### src/rtl/traffic_pkg.sv
// Shared types and default timing for the four-road traffic light controller.
package traffic_pkg;

    localparam int unsigned NUM_ROADS        = 4;
    localparam int unsigned DEF_GREEN_TIME   = 10;
    localparam int unsigned DEF_ORANGE_TIME  = 3;
    localparam int unsigned DEF_ALLRED_TIME  = 1;

    typedef logic [1:0] road_t;

    typedef enum logic [1:0] {
        IDLE   = 2'd0,
        GREEN  = 2'd1,
        ORANGE = 2'd2,
        ALLRED = 2'd3
    } state_t;

    // Timer only counts up to (longest phase - 1), so this many bits never wrap.
    function automatic int unsigned timer_width(int unsigned a, int unsigned b, int unsigned c);
        int unsigned m;
        m = a;
        if (b > m) m = b;
        if (c > m) m = c;
        return (m <= 2) ? 1 : $clog2(m);
    endfunction

endpackage

### src/rtl/rr_pick.sv
// Rotating-priority road selector: first requester after cur, cur itself last.
module rr_pick
    import traffic_pkg::*;
(
    input  logic [NUM_ROADS-1:0] req,
    input  road_t                cur,
    output logic                 valid,
    output road_t                idx
);

    road_t cand;

    always_comb begin
        valid = 1'b0;
        idx   = cur;
        cand  = cur;
        for (int k = 1; k <= 4; k++) begin
            cand = road_t'(cur + road_t'(k));
            if (!valid && req[cand]) begin
                valid = 1'b1;
                idx   = cand;
            end
        end
    end

endmodule

### src/rtl/main_module.sv
// Four-road traffic light controller with minimum green, orange, all-red clearance
// and round-robin service of vehicle sensors.
module main_module
    import traffic_pkg::*;
#(
    parameter int unsigned GREEN_TIME  = DEF_GREEN_TIME,
    parameter int unsigned ORANGE_TIME = DEF_ORANGE_TIME,
    parameter int unsigned ALLRED_TIME = DEF_ALLRED_TIME
) (
    output logic R1,
    output logic O1,
    output logic G1,
    output logic R2,
    output logic O2,
    output logic G2,
    output logic R3,
    output logic O3,
    output logic G3,
    output logic R4,
    output logic O4,
    output logic G4,
    input  logic t1,
    input  logic t2,
    input  logic t3,
    input  logic t4,
    input  logic clk,
    input  logic reset
);

    localparam int unsigned TW = timer_width(GREEN_TIME, ORANGE_TIME, ALLRED_TIME);
    localparam logic [TW-1:0] G_LAST  = TW'(GREEN_TIME - 1);
    localparam logic [TW-1:0] O_LAST  = TW'(ORANGE_TIME - 1);
    localparam logic [TW-1:0] AR_LAST = TW'((ALLRED_TIME == 0) ? 0 : ALLRED_TIME - 1);

    state_t                state_q, state_d;
    road_t                 cur_q, cur_d;
    logic [TW-1:0]         timer_q, timer_d;
    logic [NUM_ROADS-1:0]  r_q, o_q, g_q;
    logic [NUM_ROADS-1:0]  r_d, o_d, g_d;

    logic [NUM_ROADS-1:0]  req;
    logic                  pick_valid;
    road_t                 pick_idx;
    logic                  others;
    logic                  own;

    assign req    = {t4, t3, t2, t1};
    assign others = |(req & ~(NUM_ROADS'(1) << cur_q));
    assign own    = req[cur_q];

    rr_pick u_pick (
        .req   (req),
        .cur   (cur_q),
        .valid (pick_valid),
        .idx   (pick_idx)
    );

    always_ff @(posedge clk or negedge reset) begin
        if (!reset) begin
            state_q <= IDLE;
            cur_q   <= road_t'(3);
            timer_q <= '0;
            r_q     <= '1;
            o_q     <= '0;
            g_q     <= '0;
        end else begin
            state_q <= state_d;
            cur_q   <= cur_d;
            timer_q <= timer_d;
            r_q     <= r_d;
            o_q     <= o_d;
            g_q     <= g_d;
        end
    end

    // Next state; lamps are decoded from the next state so they change with it.
    always_comb begin
        state_d = state_q;
        cur_d   = cur_q;
        timer_d = TW'(timer_q + 1'b1);
        case (state_q)
            IDLE: begin
                timer_d = '0;
                if (pick_valid) begin
                    cur_d   = pick_idx;
                    state_d = GREEN;
                end
            end
            GREEN: begin
                if (timer_q == G_LAST) begin
                    timer_d = '0;
                    if (!others && own) state_d = GREEN;
                    else                state_d = ORANGE;
                end
            end
            ORANGE: begin
                if (timer_q == O_LAST) begin
                    timer_d = '0;
                    if (ALLRED_TIME != 0) begin
                        state_d = ALLRED;
                    end else if (pick_valid) begin
                        cur_d   = pick_idx;
                        state_d = GREEN;
                    end else begin
                        state_d = IDLE;
                    end
                end
            end
            ALLRED: begin
                if (timer_q == AR_LAST) begin
                    timer_d = '0;
                    if (pick_valid) begin
                        cur_d   = pick_idx;
                        state_d = GREEN;
                    end else begin
                        state_d = IDLE;
                    end
                end
            end
            default: begin
                state_d = IDLE;
                timer_d = '0;
            end
        endcase

        r_d = '1;
        o_d = '0;
        g_d = '0;
        if (state_d == GREEN) begin
            r_d[cur_d] = 1'b0;
            g_d[cur_d] = 1'b1;
        end else if (state_d == ORANGE) begin
            r_d[cur_d] = 1'b0;
            o_d[cur_d] = 1'b1;
        end
    end

    assign R1 = r_q[0];
    assign O1 = o_q[0];
    assign G1 = g_q[0];
    assign R2 = r_q[1];
    assign O2 = o_q[1];
    assign G2 = g_q[1];
    assign R3 = r_q[2];
    assign O3 = o_q[2];
    assign G3 = g_q[2];
    assign R4 = r_q[3];
    assign O4 = o_q[3];
    assign G4 = g_q[3];

endmodule

### config.mk
export PLATFORM = sky130hd
export DESIGN_NAME = main_module
export DESIGN_NICKNAME = d
export VERILOG_FILES = /design/src/rtl/traffic_pkg.sv /design/src/rtl/rr_pick.sv /design/src/rtl/main_module.sv
export SDC_FILE = /design/constraint.sdc
export NUM_CORES = 1
export LEC_CHECK = 0
export CELL_PAD_IN_SITES_DETAIL_PLACEMENT = 0
export CELL_PAD_IN_SITES_GLOBAL_PLACEMENT = 2
export CORE_ASPECT_RATIO = 0.5
export CORE_MARGIN = 1
export CORE_UTILIZATION = 34
export DETAILED_ROUTE_END_ITERATION = 8
export PLACE_DENSITY_LB_ADDON = 0.1
export SKIP_CTS_REPAIR_TIMING = 1
export SYNTH_ARGS = -nofsm -noshare
export SYNTH_HDL_FRONTEND = slang
export SYNTH_SLANG_ARGS = --single-unit
### constraint.sdc
create_clock -name clk -period 2.3 [get_ports clk]
set_input_delay 0.23 -clock clk [delete_from_list [all_inputs] [get_ports clk]]
set_output_delay 0.23 -clock clk [all_outputs]
set_load 0.02 [all_outputs]
### After elaboration in Yosys (flattened, before gate mapping)

Cells that the tools add are included.

| word-level totals | value |
|---|---|
| register bits | 20 |
| bits of input ports | 6 |
| output and inout port bits | 12 |

| cells by class | value |
|---|---|
| add/subtract/negate cells | 4 |
| $lt $le $gt $ge | 6 |
| equal/unequal tests | 7 |
| shift-type cells | 1 |
| multiplexer cells | 37 |
| bitwise gates (word level) | 3 |
| reduce and logical (&&, ||, !) cells | 12 |

Operators by type and width:

| cell | count |
|---|---|
| $mux 4 | 8 |
| $mux 2 | 11 |
| $pmux 4 s4 | 1 |
| $lt 2x3->1 const B | 5 |
| $mux 1 | 10 |
| $bmux 1 s2 | 4 |
| $not 4->4 | 2 |
| $pmux 2 s4 | 1 |
| $eq 2x2->1 const B | 3 |
| $logic_and 1x1->1 | 5 |
| $add 2x2->2 const B | 2 |
| $add 4x1->4 const B | 1 |
| $and 4x4->4 | 1 |
| $eq 2x1->1 const B | 2 |
| $eq 4x2->1 const B | 1 |
| $eq 4x4->1 const B | 1 |
| $logic_not 1->1 | 4 |
| $logic_not 4->1 | 1 |
| $pmux 2 s2 | 1 |
| $reduce_or 4->1 | 1 |
| $shl 1x2->4 const A | 1 |
| $add 2x1->2 const B | 1 |
| $demux 1 s2 | 1 |
| $ge 2x1->1 const B | 1 |
| $logic_not 2->1 | 1 |

### Logic depth before layout (Yosys ltp)

| logic depth | value |
|---|---|
| depth after elaboration | 23 |
| depth in mapped cells | 9 |
| mapped depth without buffers | 8 |

### Cells and area by module

From an unflattened synthesis, not the netlist that was laid out.

| unflattened totals | value |
|---|---|
| cell total of the unflattened synthesis | 119 |
| area, all modules | 1146.1 um^2 |

By module, submodules not included:

| module | times used | cells each | area an instance (um^2) | sequential area each (um^2) |
|---|---|---|---|---|
| main_module | 1 | 105 | 1063.5 | 508.0 |
| rr_pick | 1 | 14 | 82.6 | 0.0 |

### Worst setup path before layout

No wires, ideal clock.

| timing path | value |
|---|---|
| path type | register to register |
| start point | register cur_q[0] |
| end point | register g_q[3] |
| setup time | 132 ps |
| arrival | 1976 ps |
| data required time | 2168 ps |
| slack | 192 ps |
| cell stages (with the launch flop) | 10 |
| cell sequence | dfstp_2 > buf_6 > inv_1 > ha_1 > mux2i_1 > a31oi_1 > mux2i_1 > nand2_1 > buf_2 > nor3b_2 |

| on the way | value |
|---|---|
| cells in the longest elaborated chain, start to end | 21 |

RTL lines:

| element | RTL line | source |
|---|---|---|
| start: declaration | main_module.sv:36 | `road_t cur_q, cur_d;` |
| start signal: assignment | main_module.sv:61 | `cur_q <= road_t'(3);` |
| start signal: assignment | main_module.sv:68 | `cur_q <= cur_d;` |
| $add 2x1->2 | rr_pick.sv:18 | `cand = road_t'(cur + road_t'(k));` |
| $bmux 1 s2 | rr_pick.sv:19 | `if (!valid && req[cand]) begin` |
| $mux 1 (not written as such) | rr_pick.sv:19 |  |
| $mux 1 | rr_pick.sv:19 |  |
| $logic_not 1->1 | rr_pick.sv:19 |  |
| $logic_and 1x1->1 | rr_pick.sv:19 |  |
| $mux 1 | rr_pick.sv:19 |  |
| $logic_not 1->1 | rr_pick.sv:19 |  |
| [7 not listed] | -- |  |
| $pmux 2 s2 (*) | main_module.sv:81 | `case (state_q)` |
| named net cur_d[0] | main_module.sv:36 |  |
| $lt 2x3->1 (not written as such) / $ge 2x1->1 (equally long branches) | main_module.sv:131 | `g_d[cur_d] = 1'b1;` |
| $logic_and 1x1->1 (not written as such) | main_module.sv:131 |  |
| $mux 1 (not written as such) | main_module.sv:131 |  |
| $demux 1 s2 (*) | main_module.sv:131 |  |
| $mux 4 (*) | main_module.sv:129 | `if (state_d == GREEN) begin` |
| named net g_d[3] | main_module.sv:39 | `logic [NUM_ROADS-1:0] r_d, o_d, g_d;` |
| end signal: assignment | main_module.sv:72 | `g_q <= g_d;` |
| end: declaration | main_module.sv:38 | `logic [NUM_ROADS-1:0] r_q, o_q, g_q;` |

Mark *: on every way through the listed nets, which the timed path passes. The rest lies on a longest branch. The select of a mux whose other input is x is not followed.

### Final worst setup path

| timing path | value |
|---|---|
| start point | register cur_q[0] |
| end point | register o_q[3] |

RTL lines:

| element | RTL line | source |
|---|---|---|
| $add 2x1->2 | rr_pick.sv:18 |  |
| $bmux 1 s2 | rr_pick.sv:19 |  |
| $mux 1 (not written as such) | rr_pick.sv:19 |  |
| $mux 1 | rr_pick.sv:19 |  |
| $logic_not 1->1 | rr_pick.sv:19 |  |
| $logic_and 1x1->1 | rr_pick.sv:19 |  |
| $mux 1 | rr_pick.sv:19 |  |
| $logic_not 1->1 | rr_pick.sv:19 |  |
| [5 not listed] | -- |  |
| $mux 1 | main_module.sv:112 | `if (pick_valid) begin` |
| $mux 2 | main_module.sv:110 | `if (timer_q == AR_LAST) begin` |
| $pmux 2 s4 (*) | main_module.sv:81 |  |
| named net state_d[0] | main_module.sv:35 | `state_t state_q, state_d;` |
| $eq 2x2->1 | main_module.sv:132 | `end else if (state_d == ORANGE) begin` |
| $mux 4 | main_module.sv:132 |  |
| $mux 4 (*) | main_module.sv:129 |  |
| named net o_d[3] | main_module.sv:39 |  |
| end signal: assignment | main_module.sv:64 | `o_q <= '0;` |
| end signal: assignment | main_module.sv:71 | `o_q <= o_d;` |
| end: declaration | main_module.sv:38 |  |

Marks and branches as above.

==> impl_metrics.tcl <==
set metrics [dict create \
    route.final.wire_length_mm 3.22 \
    clk_pin_slew_ps 80 \
    io_buffers 17 \
    drc 0 \
    finalNetCount 189 \
    instances_no_fill 221 \
    synth_top_area_share_pct 26.8 \
    crit_required_ps 2490 \
    final_hold_viol_count 0 \
    skew_ps 3.97 \
    dieHeight_um 45.8 \
    clock.fmax_mhz 453 \
    die-area_um2 4110 \
    finalInstanceArea_um2 1870 \
    crit_type "reg -> reg" \
    p_leak_uw 0.000814 \
    powerDensity_nw_per_um2 1450 \
    status "completed" \
    synth_cell_types 45 \
    io_pins 18 \
    wire_per_inst_um 14.6 \
    arrival_ps 2400 \
    numCtsBuffers 3 \
    first_global_vias 986 \
    antenna_cells 0 \
    yosysTopAreaCell "dfrtp_1" \
    cts_tree "done" \
    root_buffer "clkbuf_8" \
    worst_pin_slew_ps 393 \
    grt_antenna_before_repair 0 \
    post-place-cells 216 \
    grt.busiest_layer "met2" \
    fp-row-count 15 \
    synth_seq_area_share_pct 38.9 \
    drive_gt1_share_pct 38.2 \
    setup_viol 0 \
    finalPower_uw 2700 \
    gp_congestion 0.740 \
    final_common_cell "buf_4" \
    yosys-top-cells-area "dfrtp_1 (27%), dfstp_2 (12%), ha_1 (11%)" \
    start_util_pct 36.8 \
    cap_violations 0 \
    synth_flop_cell "dfrtp_1" \
    drt-vias-per-instance 4.87 \
    min_period_ps 2210 \
    synth_nets 143 \
    areaGrowthSynthToFinish_pct 43.0 \
    synth_cells 125 \
    setup_ws_ps 93.2 \
    grt_use_met1_pct 24.2 \
    avgSynthCellArea_um2 10.5 \
    postRouteAntennaNets 0 \
    drtPass1Iterations 5 \
    hold_slack_ps 312 \
    synth_edf_count 0 \
    met3_usage_pct 4.35 \
    ys_warn_count 0 \
    grt_overflow_total 0 \
    fin_crit_sh_pct 95.9 \
    drv_slew 0 \
    final_cell_mix "buf_4 (26), clkdlybuf4s50_1 (17), dfrtp_1 (14)" \
    htreeDepth 1 \
    cts_sinks 20 \
    die_w_um 89.7 \
    core_um2 3550 \
    grtUsageMet2_pct 26.5 \
    worst_setup_path_start_kind "flop" \
    cp_max_fo 9 \
    synth-async-reset-ratio_pct 100 \
    syn_area_um2 1310 \
    grt_pass1_wl_mm 4.99 \
    grt_max_degree 21 \
    place_ws_ps -37.7 \
    hp-class "in -> async" \
    cp-end-kind "flop" \
    drt_iter0_drc 59 \
    max-vdd-ir-drop_mv 0.657 \
    place_area_um2 1710 \
    insertion_delay_ps 260 \
    synth-seq-cells 20 \
    clockBufferDepth 2 \
    slew_headroom_pct 73.6 \
    vias 1077 \
    dp_hpwl_mm 2.43 \
    track_usage_pct 17.1 \
]
-- worst max-delay path: stages (launching register included) --
cell and delay [ps]:
dfstp_2 580, buf_4 190, mux4_2 560, nand4_2 130, a41oi_4 190, or2_4 330
nor3b_2 170
-- per-stage QoR --
step           TNS (ps)  utilization, %
3_5_place_dp      -58.7            48.3
3_3_place_gp      -94.6            48.3
2_1_floorplan         0               -
4_1_cts           -37.7            50.3
5_1_grt           -45.4            52.7
6_report              0            52.7
-- flip-flops by register name (all words and copies together) (netlist names) --
name     count
state_q      2
g_q          4
o_q          4
cur_q        2
r_q          4
timer_q      4
-- where the power goes --
part	internal, µW	switching (µW)	total (µW)
sequential	482	53.3	535
combinational	859	953	1810
clock	232	123	355
total	1570	1130	2700
-- cells in the mapped netlist (3+ instances only) --
library cell and n:
nand2_1 7, o21ai_0 4, dfrtp_1 14, nor2_1 12, nor3b_2 4, mux2i_1 4, nor2b_1 6, inv_1 8
dfstp_2 6, nor3_1 3, ha_1 12, a21oi_1 5, nand3_1 3
-- final timing paths --
kind                            start         end  slack (ps)  cells after the start
hold / removal                  reset      o_q[1]         310                      2
setup reg to reg             cur_q[0]      o_q[3]          90                      6
min in group clk           timer_q[0]  timer_q[0]         570                      2
hold reg to reg            timer_q[0]  timer_q[0]         570                      2
setup / recovery             cur_q[0]      o_q[3]          90                      6
max in group asynchronous       reset      r_q[0]        1710                      2
-- cell type report --
| cell class | count | area [µm²] |
|---|---|---|
| Inverter | 9 | 33.8 |
| Multi-Input combinational cell | 94 | 826 |
| Sequential cell | 20 | 508 |
| Clock inverter | 1 | 30.0 |
| Fill cell | 341 | 1680 |
| Clock buffer | 3 | 41.3 |
| Timing Repair Buffer | 43 | 365 |
| Tap cell | 51 | 63.8 |
-- cell families after synthesis --
family | after synthesis | synth area share (%)
fa+ha+maj | 12 | 11.5
mux | 6 | 5.65
flops | 20 | 38.9
buf+inv | 11 | 3.83
xor+xnor | 3 | 2.01
compound gates | 22 | 13.5
simple gates | 51 | 24.6
-- metal layers --
metal,up-vias,part of all wire [%]
met5,-,0
met4,0,0.71
met3,4,3.2
met2,18,45
met1,522,51
li1,533,-
(Power assumes the default switching activity.)
